[src/rtl/oldland_bus_pkg.sv]
// Definitions shared by the Oldland instruction- and data-bus bridges:
// state encoding, request field widths and the captured-request record.
package oldland_bus_pkg;

    localparam int ADDR_W = 32;
    localparam int DATA_W = 32;
    localparam int SEL_W  = 4;

    localparam logic [1:0] ST_IDLE = 2'd0;
    localparam logic [1:0] ST_REQ  = 2'd1;
    localparam logic [1:0] ST_WAIT = 2'd2;
    localparam logic [1:0] ST_RESP = 2'd3;

    typedef enum logic [1:0] {
        IDLE = ST_IDLE,
        REQ  = ST_REQ,
        WAIT = ST_WAIT,
        RESP = ST_RESP
    } bus_state_t;

    typedef struct packed {
        logic [ADDR_W-1:0] addr;
        logic [SEL_W-1:0]  bytesel;
        logic              wr_en;
        logic [DATA_W-1:0] wr_val;
    } bus_req_t;

endpackage

[src/rtl/oldland_timeout_counter.sv]
// Saturating cycle counter that flags the cycle in which it reaches LIMIT-1.
// A LIMIT of 0 disables the counter entirely.
module oldland_timeout_counter #(
    parameter int unsigned LIMIT = 255
) (
    input  logic clk,
    input  logic rst_n,
    input  logic clr,
    input  logic en,
    output logic expired
);

    localparam int unsigned    CNT_W    = (LIMIT > 0) ? $clog2(LIMIT + 1) : 1;
    localparam logic [CNT_W-1:0] CNT_MAX  = CNT_W'(LIMIT);
    localparam logic [CNT_W-1:0] CNT_LAST = CNT_W'(LIMIT - 1);

    logic [CNT_W-1:0] count;

    // NOTE: reset is synchronous, so it is sampled inside the clocked block
    // like any other input rather than appearing in the sensitivity list.
    always_ff @(posedge clk) begin
        if (!rst_n) begin
            count <= '0;
        end else if (clr) begin
            count <= '0;
        end else if (en && (count != CNT_MAX)) begin
            count <= count + 1'b1;
        end
    end

    assign expired = (LIMIT != 0) && en && (count == CNT_LAST);

endmodule

[src/rtl/oldland_dbus_bridge.sv]
// Registered bridge from the memory-stage data port to the system data bus.
// One access in flight; completes with a one-cycle d_ack, d_error on fault/timeout.
module oldland_dbus_bridge
    import oldland_bus_pkg::*;
#(
    parameter int unsigned TIMEOUT_CYCLES = 255
) (
    input  logic              clk,
    input  logic              rst_n,
    input  logic              d_access,
    input  logic [ADDR_W-1:0] d_addr,
    input  logic [SEL_W-1:0]  d_bytesel,
    input  logic              d_wr_en,
    input  logic [DATA_W-1:0] d_wr_val,
    output logic [DATA_W-1:0] d_data,
    output logic              d_ack,
    output logic              d_error,
    output logic              b_valid,
    input  logic              b_ready,
    output logic [ADDR_W-1:0] b_addr,
    output logic [SEL_W-1:0]  b_bytesel,
    output logic              b_wr_en,
    output logic [DATA_W-1:0] b_wr_val,
    input  logic              b_rvalid,
    input  logic [DATA_W-1:0] b_rdata,
    input  logic              b_err
);

    bus_state_t        state;
    bus_state_t        state_nxt;
    bus_req_t          req_q;
    logic              stale;
    logic              stale_nxt;
    logic              capture;
    logic              resp_err_nxt;
    logic [DATA_W-1:0] resp_data_nxt;
    logic              timeout;
    logic              stale_expired;

    oldland_timeout_counter #(
        .LIMIT (TIMEOUT_CYCLES)
    ) u_txn_timer (
        .clk     (clk),
        .rst_n   (rst_n),
        .clr     (state == IDLE),
        .en      ((state == REQ) || (state == WAIT)),
        .expired (timeout)
    );

    // Drains an abandoned response: stale gives up after another full timeout.
    oldland_timeout_counter #(
        .LIMIT (TIMEOUT_CYCLES)
    ) u_stale_timer (
        .clk     (clk),
        .rst_n   (rst_n),
        .clr     (!stale),
        .en      (stale),
        .expired (stale_expired)
    );

    always_comb begin
        // NOTE: every signal written here gets a default first, so no path
        // through the case leaves one unassigned and no latch is inferred.
        state_nxt     = state;
        stale_nxt     = stale;
        capture       = 1'b0;
        resp_err_nxt  = 1'b0;
        resp_data_nxt = '0;

        case (state)
            IDLE: begin
                if (d_access && !stale) begin
                    capture   = 1'b1;
                    state_nxt = REQ;
                end
            end
            REQ: begin
                if (b_ready) begin
                    state_nxt = WAIT;
                end else if (timeout) begin
                    state_nxt    = RESP;
                    resp_err_nxt = 1'b1;
                end
            end
            WAIT: begin
                if (b_rvalid) begin
                    state_nxt     = RESP;
                    resp_err_nxt  = b_err;
                    resp_data_nxt = b_err ? '0 : b_rdata;
                end else if (timeout) begin
                    state_nxt    = RESP;
                    resp_err_nxt = 1'b1;
                    stale_nxt    = 1'b1;
                end
            end
            RESP: begin
                state_nxt = IDLE;
            end
            default: begin
                state_nxt = IDLE;
            end
        endcase

        // The response owed to a timed-out access is swallowed here, never forwarded.
        if (stale && (b_rvalid || stale_expired)) begin
            stale_nxt = 1'b0;
        end
    end

    // Outputs are registered from the next-state decode so d_* never sees b_* combinationally.
    always_ff @(posedge clk) begin
        if (!rst_n) begin
            state   <= IDLE;
            stale   <= 1'b0;
            req_q   <= '0;
            b_valid <= 1'b0;
            d_ack   <= 1'b0;
            d_error <= 1'b0;
            d_data  <= '0;
        end else begin
            state   <= state_nxt;
            stale   <= stale_nxt;
            b_valid <= (state_nxt == REQ);
            d_ack   <= (state_nxt == RESP);
            d_error <= resp_err_nxt;
            d_data  <= resp_data_nxt;
            if (capture) begin
                req_q <= '{addr: d_addr, bytesel: d_bytesel, wr_en: d_wr_en, wr_val: d_wr_val};
            end
        end
    end

    assign b_addr    = req_q.addr;
    assign b_bytesel = req_q.bytesel;
    assign b_wr_en   = req_q.wr_en;
    assign b_wr_val  = req_q.wr_val;

endmodule

[config.mk]
export PLATFORM = sky130hd
export DESIGN_NAME = oldland_dbus_bridge
export DESIGN_NICKNAME = d
export VERILOG_FILES = /design/src/rtl/oldland_bus_pkg.sv /design/src/rtl/oldland_timeout_counter.sv /design/src/rtl/oldland_dbus_bridge.sv
export SDC_FILE = /design/constraint.sdc
export NUM_CORES = 1
export LEC_CHECK = 0
export CORE_ASPECT_RATIO = 1.1
export CORE_MARGIN = 4
export CORE_UTILIZATION = 40
export CTS_BUF_LIST = sky130_fd_sc_hd__clkbuf_4 sky130_fd_sc_hd__clkbuf_8
export CTS_CLUSTER_SIZE = 16
export DETAILED_ROUTE_END_ITERATION = 7
export GPL_TIMING_DRIVEN = 0
export PLACE_DENSITY = 0.8
export SLEW_MARGIN = 0
export SYNTH_ARGS = -nofsm -noshare
export SYNTH_HDL_FRONTEND = slang
export SYNTH_SLANG_ARGS = --single-unit
[constraint.sdc]
create_clock -name clk -period 5.3 [get_ports clk]
set_clock_uncertainty 0.05 [all_clocks]
set_input_delay 0.795 -clock clk [delete_from_list [all_inputs] [get_ports clk]]
set_output_delay 0.795 -clock clk [all_outputs]
set_load 0.02 [all_outputs]
Word-level counts from Yosys, hierarchy flattened
Index checks and enable logic that the tools add are counted.
{ "word_totals": {"register_bits": 123, "out_inout_bits": 104, "inputBits": 107, "wordCells": 52} }
{ "op_classes": {"eq_ne": 9, "addsub": 2, "reduce_logical": 15, "n_bitwise": 3, "muxes": 11} }
{ "op_table": {"columns": ["cell", "count"], "rows": [
  ["8-bit by 1-bit adder with 8-bit output, second input constant", 2],
  ["8-bit == test, second input constant", 2],
  ["8-bit != test, second input constant", 2],
  ["2-bit 2-to-1 mux", 4],
  ["2-bit case mux with 4 select lines", 1],
  ["2-bit == test, second input constant", 3],
  ["1-bit logical AND", 6],
  ["1-bit 2-to-1 mux", 5],
  ["2-bit by 1-bit == test with 1-bit output, second input constant", 2],
  ["2-bit OR reduction", 2],
  ["4-bit OR reduction", 1],
  ["1-bit inverter", 3],
  ["3-bit AND reduction", 1],
  ["2-bit logical NOT", 1],
  ["1-bit logical OR", 2],
  ["1-bit case mux with 2 select lines", 1],
  ["2-bit AND reduction", 1],
  ["1-bit logical NOT", 1]
]} }

Longest topological paths before layout
{ "logic_depth": {"ltp_word": 7, "depth_mapped": 9, "ltp_nobuf": 6} }

Cells and area by module
Synthesis repeated with hierarchy kept, for this count alone.
{ "hier_totals": {"hier_cells": 505, "area_unflattened_um2": 4790.8} }
{ "modules_own_cells": {"columns": ["mod", "n_inst", "area_per_inst_um2", "cells_per_inst", "seq_area_each_um2"], "rows": [
  ["oldland_dbus_bridge", 1, 3847.4, 405, 2142.1],
  ["oldland_timeout_counter", 2, 471.7, 50, 160.2]
]} }

Worst setup path after synthesis
No wires, ideal clock.
{ "synth_path": {"path_type": "input -> register", "start": "input port d_access", "end": "register req_q, in the netlist b_addr[10]", "t_arrival_ns": 1.619, "setup_time_ns": 0.132, "n_path_buf": 3, "required_time_ns": 5.118, "setup_slack_ns": 3.499, "cell_stages": 7, "cell_sequence": "nand2b_1 -> or2_1 -> buf_2 -> buf_6 -> buf_2 -> nand2_1 -> a21oi_1"} }
{ "synth_between": {"elab_chain_len": 3} }
{ "synth_lines": {"columns": ["item", "line_no", "rtl"], "rows": [
  ["start, declared", "oldland_dbus_bridge.sv:10", "input logic d_access,"],
  ["1-bit logical AND", "oldland_dbus_bridge.sv:72", "if (d_access && !stale) begin"],
  ["1-bit 2-to-1 mux", "oldland_dbus_bridge.sv:72", null],
  ["1-bit 2-to-1 mux", "oldland_dbus_bridge.sv:70", "case (state)"],
  ["end signal, assigned", "oldland_dbus_bridge.sv:128", "req_q <= '{addr: d_addr, bytesel: d_bytesel, wr_en: d_wr_en, wr_val: d_wr_val};"],
  ["end, declared", "oldland_dbus_bridge.sv:31", "bus_req_t req_q;"]
]} }
No other way between the ends.
A chain may end at the register's enable or synchronous reset.

Final worst setup path
{ "layout_path": {"start": "input port rst_n", "end": "register d_data[3]"} }
{ "layout_between": {"elab_chain_len": 2} }
{ "layout_lines": {"columns": ["item", "line_no", "rtl"], "rows": [
  ["start, declared", "oldland_dbus_bridge.sv:9", "input logic rst_n,"],
  ["1-bit inverter (no line)", null, null],
  ["4-bit OR reduction (no line)", null, null],
  ["end signal, assigned", "oldland_dbus_bridge.sv:126", "d_data <= resp_data_nxt;"],
  ["end, declared", "oldland_dbus_bridge.sv:15", "output logic [DATA_W-1:0] d_data,"]
]} }
No other way between the ends.

==> results.md <==
* Synth Area in Compound Gates at 13.5%
* Clk sinks at 123
* Post-DP HPWL at 9920 microns
* Final setup fails at 0
* Register bit total from synthesis at 123
* Max_slew headroom at 57.3%
* Leakage at 2.66 nW
* Ratio of cells with drive above 1 in the final layout at 6.48%
* Worst VDD drop at 0.205 mV
* Die ar. at 12700 sq um
* Post-Synth XOR/XNOR Area at 0.600%
* Number of global-route vias before repair at 4139
* Wire per inst at 14.4 microns
* Max H-tree Level at 4
* Finished Layout Cells at 884
* Final Slew Violations at 0
* Inserted Diodes at 0
* Cell count after synthesis at 499
* Drt via density at 4.70
* Detailed router's first-iteration violation count at 196
* Final GP Congestion at 0.856
* Remaining DRCs at 0
* Number of max-cap violations at 0
* Run status: complete, no violations
* Hold Vio Cnt, Final at 0
* Post-DRT Antenna Nets at 0
* Largest net degree at the start of global routing at 17
* Clock power share at 31.7%
* Critical Path RT at 5.61 ns
* Initial core utilization at 41.5%
* Synth warn at 0
* First-pass GRT wire length at 19600 microns
* Post-CTS Resized at 0
* Pwr per Cell Area at 377 nW/um^2
* RSZ-0062 raised after global routing: false
* CTS Buf Count at 17
* Least-Margin Pin Slew at 0.636 ns
* Synth cell types at 40
* Largest family of logic cells by synthesized area: simple AND/OR/NAND/NOR gates
* Post-Place Cells at 852
* Total gr overflow at 0
* # nets final at 842
* Internal Power at 0.00185 W
* Die Height at 118 microns
* Final period util at 44.8%
* Flop pwr share at 40.3%
* Ports at 211
* Hold Path Class: reg -> reg
* Fin util at 67.1%
* Syn Std Cell Area at 4380 sq um
* Fmax at 421 MHz
* Crit path time final at 2.37 ns
* Initial antenna violation count at 0
* Site row count at 39
* Hold buffer count at cts at 0
* Sequential element share of the synthesized area at 56.2%
* Clk Latency, worst-skew pair at 0.43 ns
* Core region area at 10500 sq um
* Clock Root Buffer: clkbuf_8
* Crit-path max FO at 10
* Worst-case clock buffer depth at 2
* Setup CP Type: in -> reg
* Crit end category: register
* Setup bufs post-CTS at 0
* Via count at 4153
* Startpoint types: primary input
* Sw frac at 30.8%
* Worst Path Arrival at 2.68 ns
* Net switching power at 0.000820 W
* Combinational power share at 28.0%
* Port Buffer Count at 210
* Worst-path clk slew at 0.07 ns
* Post-synthesis mux area share at 0%
* Synth-to-layout area growth at 61.5%
* Syn_area_per_cell at 8.77 sq um
* DIE WIDTH at 108 microns
* Setup TNS at 0 ns
* Pre-Repair DR Iteration Count at 4
* Simple-Gate Fraction of Synth Area at 24.0%
* Adder-Cell Fraction of Synth Area at 2.00%
* Mapped Nets at 613
* Detailed Route WL at 12700 microns
* GRT Total Usage at 19.5%
* CTS tree: built
[power by group through the flow]
| stage | registers (W) | logic (W) | clock network [W] |
|---|---|---|---|
| finish | 0.00107 | 0.000745 | 0.000845 |
| global route | 0.00109 | 0.000814 | 0.000910 |
| CTS | 0.00107 | 0.000753 | 0.000869 |
| detailed placement | 0.00109 | 0.000751 | 0 |
| global placement | 0.00109 | 0.000734 | 0 |
| floorplan | 0.00120 | 0.000290 | 0 |
[worst max-delay path: stages]
cell and delay, ns:
clkdlybuf4s50_1 0.63, inv_2 0.18, nor3_1 0.56, clkbuf_1 0.32, and2_1 0.19
[final timing paths]
path	startpoint	to	slack, ns	depth (start not counted)
setup / recovery	rst_n	d_data[3]	2.93	5
hold / removal	b_wr_val[30]	b_wr_val[30]	0.40	2
setup reg to reg	state[0]	b_addr[29]	3.31	7
hold reg to reg	b_wr_val[30]	b_wr_val[30]	0.40	2
[stage by stage]
step                instance area, sq um  worst slack, ns  power (W)  hold slack (ns)
finish                              7070             2.93    0.00267            0.404
global route                        7070             2.73    0.00281            0.431
floorplan                           4380             3.50    0.00149            0.402
CTS                                 7070             2.92    0.00270            0.406
detailed placement                  6660             2.49    0.00185            0.397
global placement                    6660             2.56    0.00182            0.392
[sequential cells by signal, summed over array words and instances, names as in the netlist]
signal and cells:
d_ack 1, u_stale_timer.count 8, u_txn_timer.count 8, b_bytesel 4
b_valid 1, b_addr 32, d_error 1, state 2
b_wr_val 32, stale 1, b_wr_en 1, d_data 32
[cell type report]
type	instances	area [sq um]
inverter	9	33.8
clock inverter	12	148
buffer	26	123
clock buffer	20	263
fill	870	3470
sequential	123	2460
tap	143	179
timing repair buffer	210	2100
multi-input combinational	341	1760
[cells in the mapped netlist (all sizes together)]
| cell | instances | area share [%] |
|---|---|---|
| o21a | 1 | 0.17 |
| a311oi | 1 | 0.20 |
| o211ai | 1 | 0.17 |
| nand3 | 8 | 0.91 |
| and4 | 4 | 0.86 |
| a21oi | 54 | 6.3 |
| and3 | 5 | 0.71 |
| nand4 | 2 | 0.29 |
| inv | 9 | 0.77 |
| a41oi | 1 | 0.20 |
| a2111oi | 1 | 0.34 |
| or2 | 1 | 0.14 |
| o2111ai | 1 | 0.20 |
| buf | 11 | 1.5 |
| a221oi | 1 | 0.20 |
| clkbuf | 15 | 1.3 |
| nand2b | 1 | 0.14 |
| nor3 | 7 | 0.80 |
| or4 | 1 | 0.17 |
| o31a | 1 | 0.20 |
| xnor2 | 3 | 0.60 |
| dfxtp | 123 | 56 |
| nor2b | 3 | 0.43 |
| nand2 | 151 | 13 |
| or3 | 1 | 0.14 |
| a221o | 1 | 0.23 |
| ha | 7 | 2.0 |
| a31oi | 4 | 0.57 |
| nor4 | 2 | 0.29 |
| a211oi | 7 | 1.2 |
| nor2 | 15 | 1.3 |
| a21boi | 19 | 3.3 |
| o21ai | 3 | 0.34 |
| and2 | 34 | 4.9 |
[routing by layer]
metal,part of all wire (%),track usage (%),vias up
li1,-,-,2109
met3,9.9,7.84,23
met4,1.6,6.39,0
met1,38,20.1,1854
met2,51,35.4,167
met5,0,0,-
[placed cells by master, fill, tap and decap left out, drive strengths merged, types with 4 or more instances in the layout]
master / n
nand3: 8
a21boi: 19
ha: 7
a31oi: 4
nor2: 15
buf: 11
clkbuf: 35
nand2: 151
and4: 4
a21oi: 54
nor3: 7
clkinv: 7
inv: 9
and3: 5
a211oi: 7
clkdlybuf4s50: 210
dfxtp: 123
and2: 34
[cells by family (layout without fill, tap and decap cells)]
logic type                 after synthesis  after routing
AOI/OAI and AO/OA                       96             96
adders and majority gates                7              7
and+or+nand+nor                        235            235
buffers and inverters                   35            277
xor gates and xnor gates                 3              3
DFF                                    123            123
(Power assumes the default switching activity.)
